<file path="config.mk">
export PLATFORM = sky130hd
export DESIGN_NAME = pacman_game_ctrl
export DESIGN_NICKNAME = d
export VERILOG_FILES = /design/src/rtl/pacman_pkg.sv /design/src/rtl/pacman_move_buf.sv /design/src/rtl/pacman_game_ctrl.sv
export SDC_FILE = /design/constraint.sdc
export NUM_CORES = 1
export LEC_CHECK = 0
export CAP_MARGIN = 20
export CORE_MARGIN = 2
export CORE_UTILIZATION = 53
export DETAILED_ROUTE_END_ITERATION = 6
export PLACE_DENSITY = 0.76
export SETUP_SLACK_MARGIN = 0.4
export SLEW_MARGIN = 0
export SYNTH_ARGS = -nofsm -noshare
export SYNTH_HDL_FRONTEND = slang
export SYNTH_SLANG_ARGS = --single-unit
</file>
<file path="constraint.sdc">
create_clock -name clk -period 4 [get_ports clk]
set_input_delay 1 -clock clk [delete_from_list [all_inputs] [get_ports clk]]
set_output_delay 1 -clock clk [all_outputs]
set_load 0.01 [all_outputs]
</file>
<file path="src/rtl/pacman_pkg.sv">
// Shared types and constants for the Pac-Man game sequencer.
// Handshake: a move transfers on a clock edge where move_valid && move_ready are both high.
package pacman_pkg;

  typedef enum logic [1:0] {
    UP    = 2'b00,
    DOWN  = 2'b01,
    LEFT  = 2'b10,
    RIGHT = 2'b11
  } move_t;

  typedef enum logic [2:0] {
    IDLE  = 3'd0,
    READY = 3'd1,
    PLAY  = 3'd2,
    DYING = 3'd3,
    CLEAR = 3'd4,
    OVER  = 3'd5
  } game_state_t;

  localparam int SCORE_PER_CANDY = 10;

  // Game step period shrinks by one cycle per level, never below 2.
  function automatic int unsigned step_period(input int unsigned tick_div, input logic [3:0] lvl);
    if (tick_div >= 32'(lvl) + 32'd2) begin
      return tick_div - 32'(lvl);
    end
    return 32'd2;
  endfunction

endpackage

</file>
<file path="src/rtl/pacman_move_buf.sv">
// One-entry move buffer. A drain empties it and, in the same cycle, a new
// move may be accepted; flush discards everything including that new move.
module pacman_move_buf
  import pacman_pkg::*;
(
  input  logic  clk,
  input  logic  rst_n,
  input  logic  enable,
  input  logic  flush,
  input  logic  drain,
  input  logic  in_valid,
  input  move_t in_move,
  output logic  in_ready,
  output logic  full,
  output move_t out_move
);

  logic  full_q, full_d;
  move_t data_q, data_d;
  logic  fire;

  assign in_ready = enable && (!full_q || drain);
  assign fire     = in_valid && in_ready;
  assign full     = full_q;
  assign out_move = data_q;

  always_comb begin
    full_d = full_q;
    data_d = data_q;
    if (drain) begin
      full_d = 1'b0;
    end
    if (fire) begin
      full_d = 1'b1;
      data_d = in_move;
    end
    if (flush) begin
      full_d = 1'b0;
    end
  end

  always_ff @(posedge clk or negedge rst_n) begin
    if (!rst_n) begin
      full_q <= 1'b0;
      data_q <= RIGHT;
    end else begin
      full_q <= full_d;
      data_q <= data_d;
    end
  end

endmodule

</file>
<file path="src/rtl/pacman_game_ctrl.sv">
// Round sequencer above the Pac-Man core: core reset/step generation,
// lives/score/level bookkeeping and the buffered player move path.
module pacman_game_ctrl
  import pacman_pkg::*;
#(
  parameter int LIVES        = 3,
  parameter int TICK_DIV     = 8,
  parameter int READY_CYCLES = 16,
  parameter int DYING_CYCLES = 16,
  parameter int CLEAR_CYCLES = 16,
  parameter int SCORE_W      = 16
) (
  input  logic               clk,
  input  logic               reset_n,
  input  logic               start,
  input  logic               move_valid,
  input  logic [1:0]         move,
  output logic               move_ready,
  input  logic               core_catch,
  input  logic               core_candy_hit,
  input  logic               core_all_eaten,
  output logic               core_reset,
  output logic               core_step,
  output logic [1:0]         core_move,
  output game_state_t        state,
  output logic [1:0]         lives,
  output logic [SCORE_W-1:0] score,
  output logic [3:0]         level,
  output logic               game_over
);

  game_state_t        state_q, state_d;
  logic [15:0]        dwell_q, dwell_d;
  logic [15:0]        tick_q, tick_d;
  logic [1:0]         lives_q, lives_d;
  logic [SCORE_W-1:0] score_q, score_d;
  logic [3:0]         level_q, level_d;
  logic               core_reset_q, core_reset_d;
  logic               core_step_q, core_step_d;
  logic               game_over_q, game_over_d;
  move_t              core_move_q, core_move_d;

  logic               dwell_done;
  logic               entering;
  logic               flush;
  logic               buf_full;
  move_t              buf_move;
  logic [SCORE_W:0]   score_sum;
  int unsigned        period;

  assign period    = step_period(TICK_DIV, level_q);
  assign score_sum = {1'b0, score_q} + (SCORE_W + 1)'(SCORE_PER_CANDY);

  pacman_move_buf u_move_buf (
    .clk      (clk),
    .rst_n    (reset_n),
    .enable   (state_q == READY || state_q == PLAY),
    .flush    (flush),
    .drain    (core_step_q),
    .in_valid (move_valid),
    .in_move  (move_t'(move)),
    .in_ready (move_ready),
    .full     (buf_full),
    .out_move (buf_move)
  );

  always_comb begin
    dwell_done = 1'b0;
    case (state_q)
      READY:   dwell_done = (dwell_q == 16'(READY_CYCLES - 1));
      DYING:   dwell_done = (dwell_q == 16'(DYING_CYCLES - 1));
      CLEAR:   dwell_done = (dwell_q == 16'(CLEAR_CYCLES - 1));
      default: dwell_done = 1'b0;
    endcase
  end

  always_comb begin
    state_d = state_q;
    lives_d = lives_q;
    score_d = score_q;
    level_d = level_q;
    case (state_q)
      IDLE, OVER: begin
        if (start) begin
          state_d = READY;
          lives_d = 2'(LIVES);
          score_d = '0;
          level_d = '0;
        end
      end
      READY: begin
        if (dwell_done) state_d = PLAY;
      end
      PLAY: begin
        // Scoring uses the candy flag sampled on the step edge itself.
        if (core_step_q && core_candy_hit) begin
          score_d = score_sum[SCORE_W] ? '1 : score_sum[SCORE_W-1:0];
        end
        if (core_catch) begin
          state_d = DYING;
        end else if (core_all_eaten) begin
          state_d = CLEAR;
        end
      end
      DYING: begin
        if (dwell_done) begin
          lives_d = (lives_q != 2'd0) ? lives_q - 2'd1 : 2'd0;
          state_d = (lives_q <= 2'd1) ? OVER : READY;
        end
      end
      CLEAR: begin
        if (dwell_done) begin
          state_d = READY;
          level_d = (level_q == 4'd15) ? level_q : level_q + 4'd1;
        end
      end
      default: state_d = IDLE;
    endcase
  end

  always_comb begin
    entering     = (state_d != state_q);
    flush        = entering && (state_d == DYING || state_d == CLEAR ||
                                state_d == OVER  || state_d == IDLE);
    dwell_d      = entering ? 16'd0 : dwell_q + 16'd1;
    if (!(state_d == READY || state_d == DYING || state_d == CLEAR)) begin
      dwell_d = 16'd0;
    end
    tick_d       = 16'd0;
    if (state_d == PLAY && !entering && tick_q != 16'(period - 32'd1)) begin
      tick_d = tick_q + 16'd1;
    end
    core_step_d  = (state_d == PLAY) && (tick_d == 16'(period - 32'd1));
    core_reset_d = (state_d == IDLE) || (state_d == OVER) ||
                   (state_d == READY && entering);
    game_over_d  = (state_d == OVER);
    core_move_d  = (core_step_q && buf_full) ? buf_move : core_move_q;
  end

  always_ff @(posedge clk or negedge reset_n) begin
    if (!reset_n) begin
      state_q      <= IDLE;
      dwell_q      <= 16'd0;
      tick_q       <= 16'd0;
      lives_q      <= 2'(LIVES);
      score_q      <= '0;
      level_q      <= 4'd0;
      core_reset_q <= 1'b1;
      core_step_q  <= 1'b0;
      core_move_q  <= RIGHT;
      game_over_q  <= 1'b0;
    end else begin
      state_q      <= state_d;
      dwell_q      <= dwell_d;
      tick_q       <= tick_d;
      lives_q      <= lives_d;
      score_q      <= score_d;
      level_q      <= level_d;
      core_reset_q <= core_reset_d;
      core_step_q  <= core_step_d;
      core_move_q  <= core_move_d;
      game_over_q  <= game_over_d;
    end
  end

  assign state      = state_q;
  assign lives      = lives_q;
  assign score      = score_q;
  assign level      = level_q;
  assign core_reset = core_reset_q;
  assign core_step  = core_step_q;
  assign core_move  = core_move_q;
  assign game_over  = game_over_q;

endmodule

</file>
Word level (Yosys, flattened, before mapping). Cells that the tools add are included.

Shifts and indexed selects: 0. Multiplexer cells: 30. Multiply operators: 0. Magnitude comparators: 2. Reductions and logical operators: 32. Eq/ne operators: 20. Divide/modulo/power cells: 0. Add/sub/neg operators: 8. Bitwise gates (word level): 0.

Operator list (number): $mux 16 (8); $add 16x1->16 const B (2); $pmux 16 s2 (1); $mux 3 (7); $add 16x4->17 const B (1); $eq 16x16->1 (1); $eq 16x4->1 const B (1); $ne 16x16->1 (1); $sub 16x1->16 const B (1); $pmux 3 s5 (1); $eq 3x2->1 const B (4); $eq 3x3->1 const B (4); $mux 4 (3); $logic_and 1x1->1 (9); $logic_or 1x1->1 (9); $ne 2x2->1 const B (4); $pmux 4 s2 (1); $reduce_bool 2->1 (4); $eq 3x1->1 const B (2); $logic_not 3->1 (2); $mux 2 (3); $reduce_and 3->1 (2); $add 4x2->5 const B (1); $ge 4x5->1 const A (1); other kinds (14) (19).

ROM bits: 0. Input port bits: 9. Bits in latches: 0. Output and inout port bits: 31. Logic and storage cells: 104. Flip-flop bits (word level): 65. Memories: 0. Bits in writable memories: 0.

Logic depth before layout (Yosys ltp).
Word-level depth: 12. Depth in mapped cells: 19. Depth with buffers taken out: 16.

By module. Synthesis repeated with hierarchy kept, for this count alone.

Cell total of the unflattened synthesis: 480. Area, all modules: 4232.8 sq um.

Modules (own cells, without submodules): pacman_game_ctrl (times used 1, sequential area each 1557.7 sq um, area each 4078.9 sq um, cells each 470); pacman_move_buf (times used 1, sequential area each 77.6 sq um, area each 153.9 sq um, cells each 10).

Worst setup path before layout. OpenSTA, ideal clock, no wires.

Kind: flip-flop to flip-flop. Start point: register level_q[0] (netlist: level[0]). End point: register core_step_q (netlist: core_step). Library setup time: 0.068 ns. Stages on the path, launching flop included: 19. Path slack: 0.187 ns. Arrival: 3.745 ns. Path buffers: 3. Path through: dfrtp_1 buf_2 inv_1 ha_1 buf_2 nor3_1 nand4_1 nand2b_1 ha_1 xor2_1 nor3_1 nand3_1 nor3_1 o311ai_4 buf_6 a31oi_1 o22ai_1 a2111oi_2 and4_1.

Word-level cells in the longest chain between the ends: 10.

RTL lines: from (decl) (line pacman_game_ctrl.sv:37) `logic [3:0] level_q, level_d;`; from (signal assigned) (line pacman_game_ctrl.sv:158) `level_q <= level_d;`; $add 4x2->5 (line pacman_pkg.sv:25) `if (tick_div >= 32'(lvl) + 32'd2) begin`; $ge 4x5->1 (line pacman_pkg.sv:25); $mux 16 / $mux 1 (equally long branches) (line pacman_pkg.sv:25); $mux 16 (*) (line pacman_pkg.sv:28) `return 32'd2;`; $sub 16x1->16 (*) (line pacman_game_ctrl.sv:130, pacman_game_ctrl.sv:133); $ne 16x16->1 (line pacman_game_ctrl.sv:130) `if (state_d == PLAY && !entering && tick_q != 16'(period - 32'd1)) begin`; $logic_and 1x1->1 (line pacman_game_ctrl.sv:130); $mux 16 (line pacman_game_ctrl.sv:130); $eq 16x16->1 (*) (line pacman_game_ctrl.sv:133) `core_step_d = (state_d == PLAY) && (tick_d == 16'(period - 32'd1));`; $logic_and 1x1->1 (*) (line pacman_game_ctrl.sv:133); via core_step_d (line pacman_game_ctrl.sv:39) `logic core_step_q, core_step_d;`; to (signal assigned) (line pacman_game_ctrl.sv:160) `core_step_q <= core_step_d;`; to (decl) (line pacman_game_ctrl.sv:39).

Mark *: on every way through the listed nets, which the timed path passes. The rest lies on a longest branch. A chain may end at the register's enable or synchronous reset.

Worst setup path in the final report.
Start point: register level_q[1] (netlist: level[1]). End point: register core_step_q (netlist: core_step).

The elaborated chain is that of the path after synthesis.

==> impl_metrics.yaml <==
placement:
  portBuffers: 39
  place_hpwl_mm: 7.27
  gp_congestion: 0.970
  post-place-cells: 631
synthesis:
  yosys_warnings: 0
  ys_seq_elements: 65
  synth-edff-count: 0
  async_flop_share_pct: 100
  synthCells: 504
  seq_area_frac_synth_pct: 37.3
  synth-main-ff-cell: "dfrtp_1"
  synth.net_count: 526
  netlist_area_sq_mm: 0.00438
  yosysUniqueCellTypes: 65
  syn_avg_cell_area_sq_um: 8.69
clocking:
  cts_root_buffer: "clkbuf_8"
  clk_path_buf_depth: 2
  cts_buffers: 9
  cts_tree: "yes"
  clk-insertion-delay-late_ns: 0.35
  cts.sinks: 65
  htree_levels: 3
  clkSlewWorstSetupHoldPaths_ns: 0.08
global_routing:
  antenna_found_initial: 0
  grt_first_pass_wirelength_mm: 17.2
  grt_max_degree: 35
  gr-total-overflow: 0
  grt_pass1_vias: 3555
  track_usage_pct: 24.2
sta:
  finalCriticalPeriod_ns: 3.59
  skew_ns: 0.00566
  slew_headroom_pct: 51.3
  fmax_mhz: 279
  setup_violations: 0
  fin_crit_sh_pct: 89.7
  finalMaxSlewViolations: 0
  tns_ns: 0
  max_slew.worst_pin.slew_ns: 0.731
  hold_violations: 0
  rsz0062_at_grt: "true"
route:
  ant_nets: 0
  firstDrtPassIters: 5
  wl_mm: 10.6
  vias_per_cell: 6.02
  drt-wirelength-per-cell_um: 16.0
  vias: 3992
  drc_errors: 0
  drtIter0Drc: 274
worst_setup_path:
  critPathMaxStageDelay_ns: 0.47
  cp_max_fo: 7
  path_cells: "buf_6 > ha_1 > nor2b_2 > o31a_1 > buf_4 > nand2_8 > nand2b_4 > ha_4 > xor2_1 > nor3_1 > nand3_1 > nor3_2 > o311ai_4 > a31oi_1 > o22ai_1 > a2111oi_2 > and4_1"
  start_kind: "flop"
  end_kind: "flop"
  crit_slowest_cell: "dfrtp_2"
  rr_worst_depth: 17
  setup.worst_path.class: "reg -> reg"
  critPathArrivalTime_ns: 3.88
  required_ns: 4.29
power:
  finalPower_w: 0.00249
  power_density_mw_per_mm2: 463
  power_leakage_nw: 2.32
  ir_drop_v: 0.000227
final_layout:
  fillers: 675
  area.growth.synth_to_final_pct: 22.7
  drive_gt1_share_pct: 16.5
  final_nets: 575
  post_layout_nonfiller_instances: 663
  diodes: 0
  fin_util_pct: 66.4
die:
  chipWidth_um: 94.9
  die_y_um: 94.9
  rows: 33
  ios: 40
  initial_core_util_pct: 54.1
  dieArea_sq_mm: 0.00901
  core-area_sq_mm: 0.00809
flow_run:
  drv_cap: 0
status:
  status: "complete, no violations"
worst_hold_path:
  min_path_cells: 1
  holdCritPathClass: "reg -> reg"
[layout by cell type (no fill, tap or decap), types with 8 or more instances in the layout]
| cell | instances |
|---|---|
| nand4_1 | 11 |
| o21ai_0 | 32 |
| nor3_1 | 13 |
| clkbuf_8 | 9 |
| xnor2_1 | 23 |
| dfrtp_1 | 56 |
| clkdlybuf4s50_1 | 38 |
| nand3_1 | 21 |
| nor2_1 | 63 |
| nand2b_1 | 8 |
| buf_4 | 20 |
| xor2_1 | 23 |
| nand2_1 | 35 |
| and3_1 | 19 |
| a22o_1 | 10 |
| inv_1 | 14 |
| a21oi_1 | 14 |
| a31oi_1 | 9 |
[report_power, final]
part           internal (W)  total [W]  switching, W
Clock              0.000293   0.000576      0.000283
Sequential         0.000740   0.000817     0.0000773
Combinational      0.000541    0.00109      0.000551
[timing repair]
action	in CTS	in global routing
hold buffers	0	0
pin swaps	7	15
endpoints found under the setup margin	1	1
gates resized for setup	14	16
buffers inserted	5	11
[metrics by stage]
stage / hold slack, ns / setup WS, ns / cell area [sq um]
after global placement: 0.442 / 0.268 / 4850
after global routing: 0.493 / 0.263 / 5370
after detailed placement: 0.458 / 0.106 / 4850
final: 0.464 / 0.411 / 5370
after floorplan: 0.425 / 0.414 / 4390
after CTS: 0.469 / 0.402 / 5200
[critical path: cells and delay by family, from the launching register on]
| kind | cells | cell delay (ns) |
|---|---|---|
| buf+inv | 2 | 0.31 |
| fa+ha+maj | 2 | 0.39 |
| xor+xnor | 1 | 0.16 |
| flops | 1 | 0.47 |
| compound gates | 5 | 1.10 |
| simple gates | 7 | 1.08 |
[kinds of logic (layout without fill, tap and decap cells)]
logic type,Yosys count,count (layout),share of synthesized area (%)
and+or+nand+nor,218,218,25.5
AOI/OAI and AO/OA,110,110,17.5
DFF,65,65,37.3
xor gates and xnor gates,47,47,9.83
buffers and inverters,44,98,4.46
adders and majority gates,13,13,3.71
muxes,7,7,1.71
[flip-flops by register name, summed over array words and instances, names as in the netlist, 2 cells and up]
register             count
dwell_q                 16
score                   16
tick_q                  16
level                    4
state                    3
core_move                2
lives                    2
u_move_buf.out_move      2
[cells in the mapped netlist (6+ instances only)]
cell type	instances	area share, %
a31oi_1	9	1.3
nor3_1	16	1.8
nand3_1	21	2.4
a22o_1	10	2.0
dfrtp_1	58	33
clkbuf_1	19	1.6
nor2_1	63	5.4
o21ai_0	33	3.8
nand2_1	36	3.1
nand2b_1	11	1.6
xnor2_1	23	4.6
nor2b_1	6	0.86
nand4_1	11	1.6
dfstp_2	7	4.2
xor2_1	23	4.6
nor3b_1	7	1.2
inv_1	17	1.5
ha_1	13	3.7
a21oi_1	14	1.6
and3_1	20	2.9
[layout make-up]
cell class                      instances  area, sq um  area share (%)
Multi-Input combinational cell        395         2700            50.3
Sequential cell                        65         1640            30.5
Timing Repair Buffer                   65          633            11.8
Tap cell                              105          131            2.45
Clock buffer                            9          124            2.31
Clock inverter                          7         77.6            1.44
Inverter                               17         66.3            1.23
[worst paths after layout]
path,slack (ns),to,from
min reg2reg,0.46,dwell_q[0],dwell_q[0]
max,0.41,core_step,level[1]
min,0.46,dwell_q[0],dwell_q[0]
min in group asynchronous,0.70,level[3],reset_n
max in group asynchronous,2.35,u_move_buf.out_move[0],reset_n
max reg2reg,0.41,core_step,level[1]
[routing by layer]
| metal | up-vias | GRT usage [%] | routed length (um) |
|---|---|---|---|
| li1 | 1903 | - | - |
| met1 | 1922 | 34.9 | 4900 |
| met2 | 148 | 36.9 | 4910 |
| met3 | 19 | 3.75 | 605 |
| met4 | 0 | 8.70 | 184 |
| met5 | - | 0 | 0 |
(Power assumes the default switching activity.)
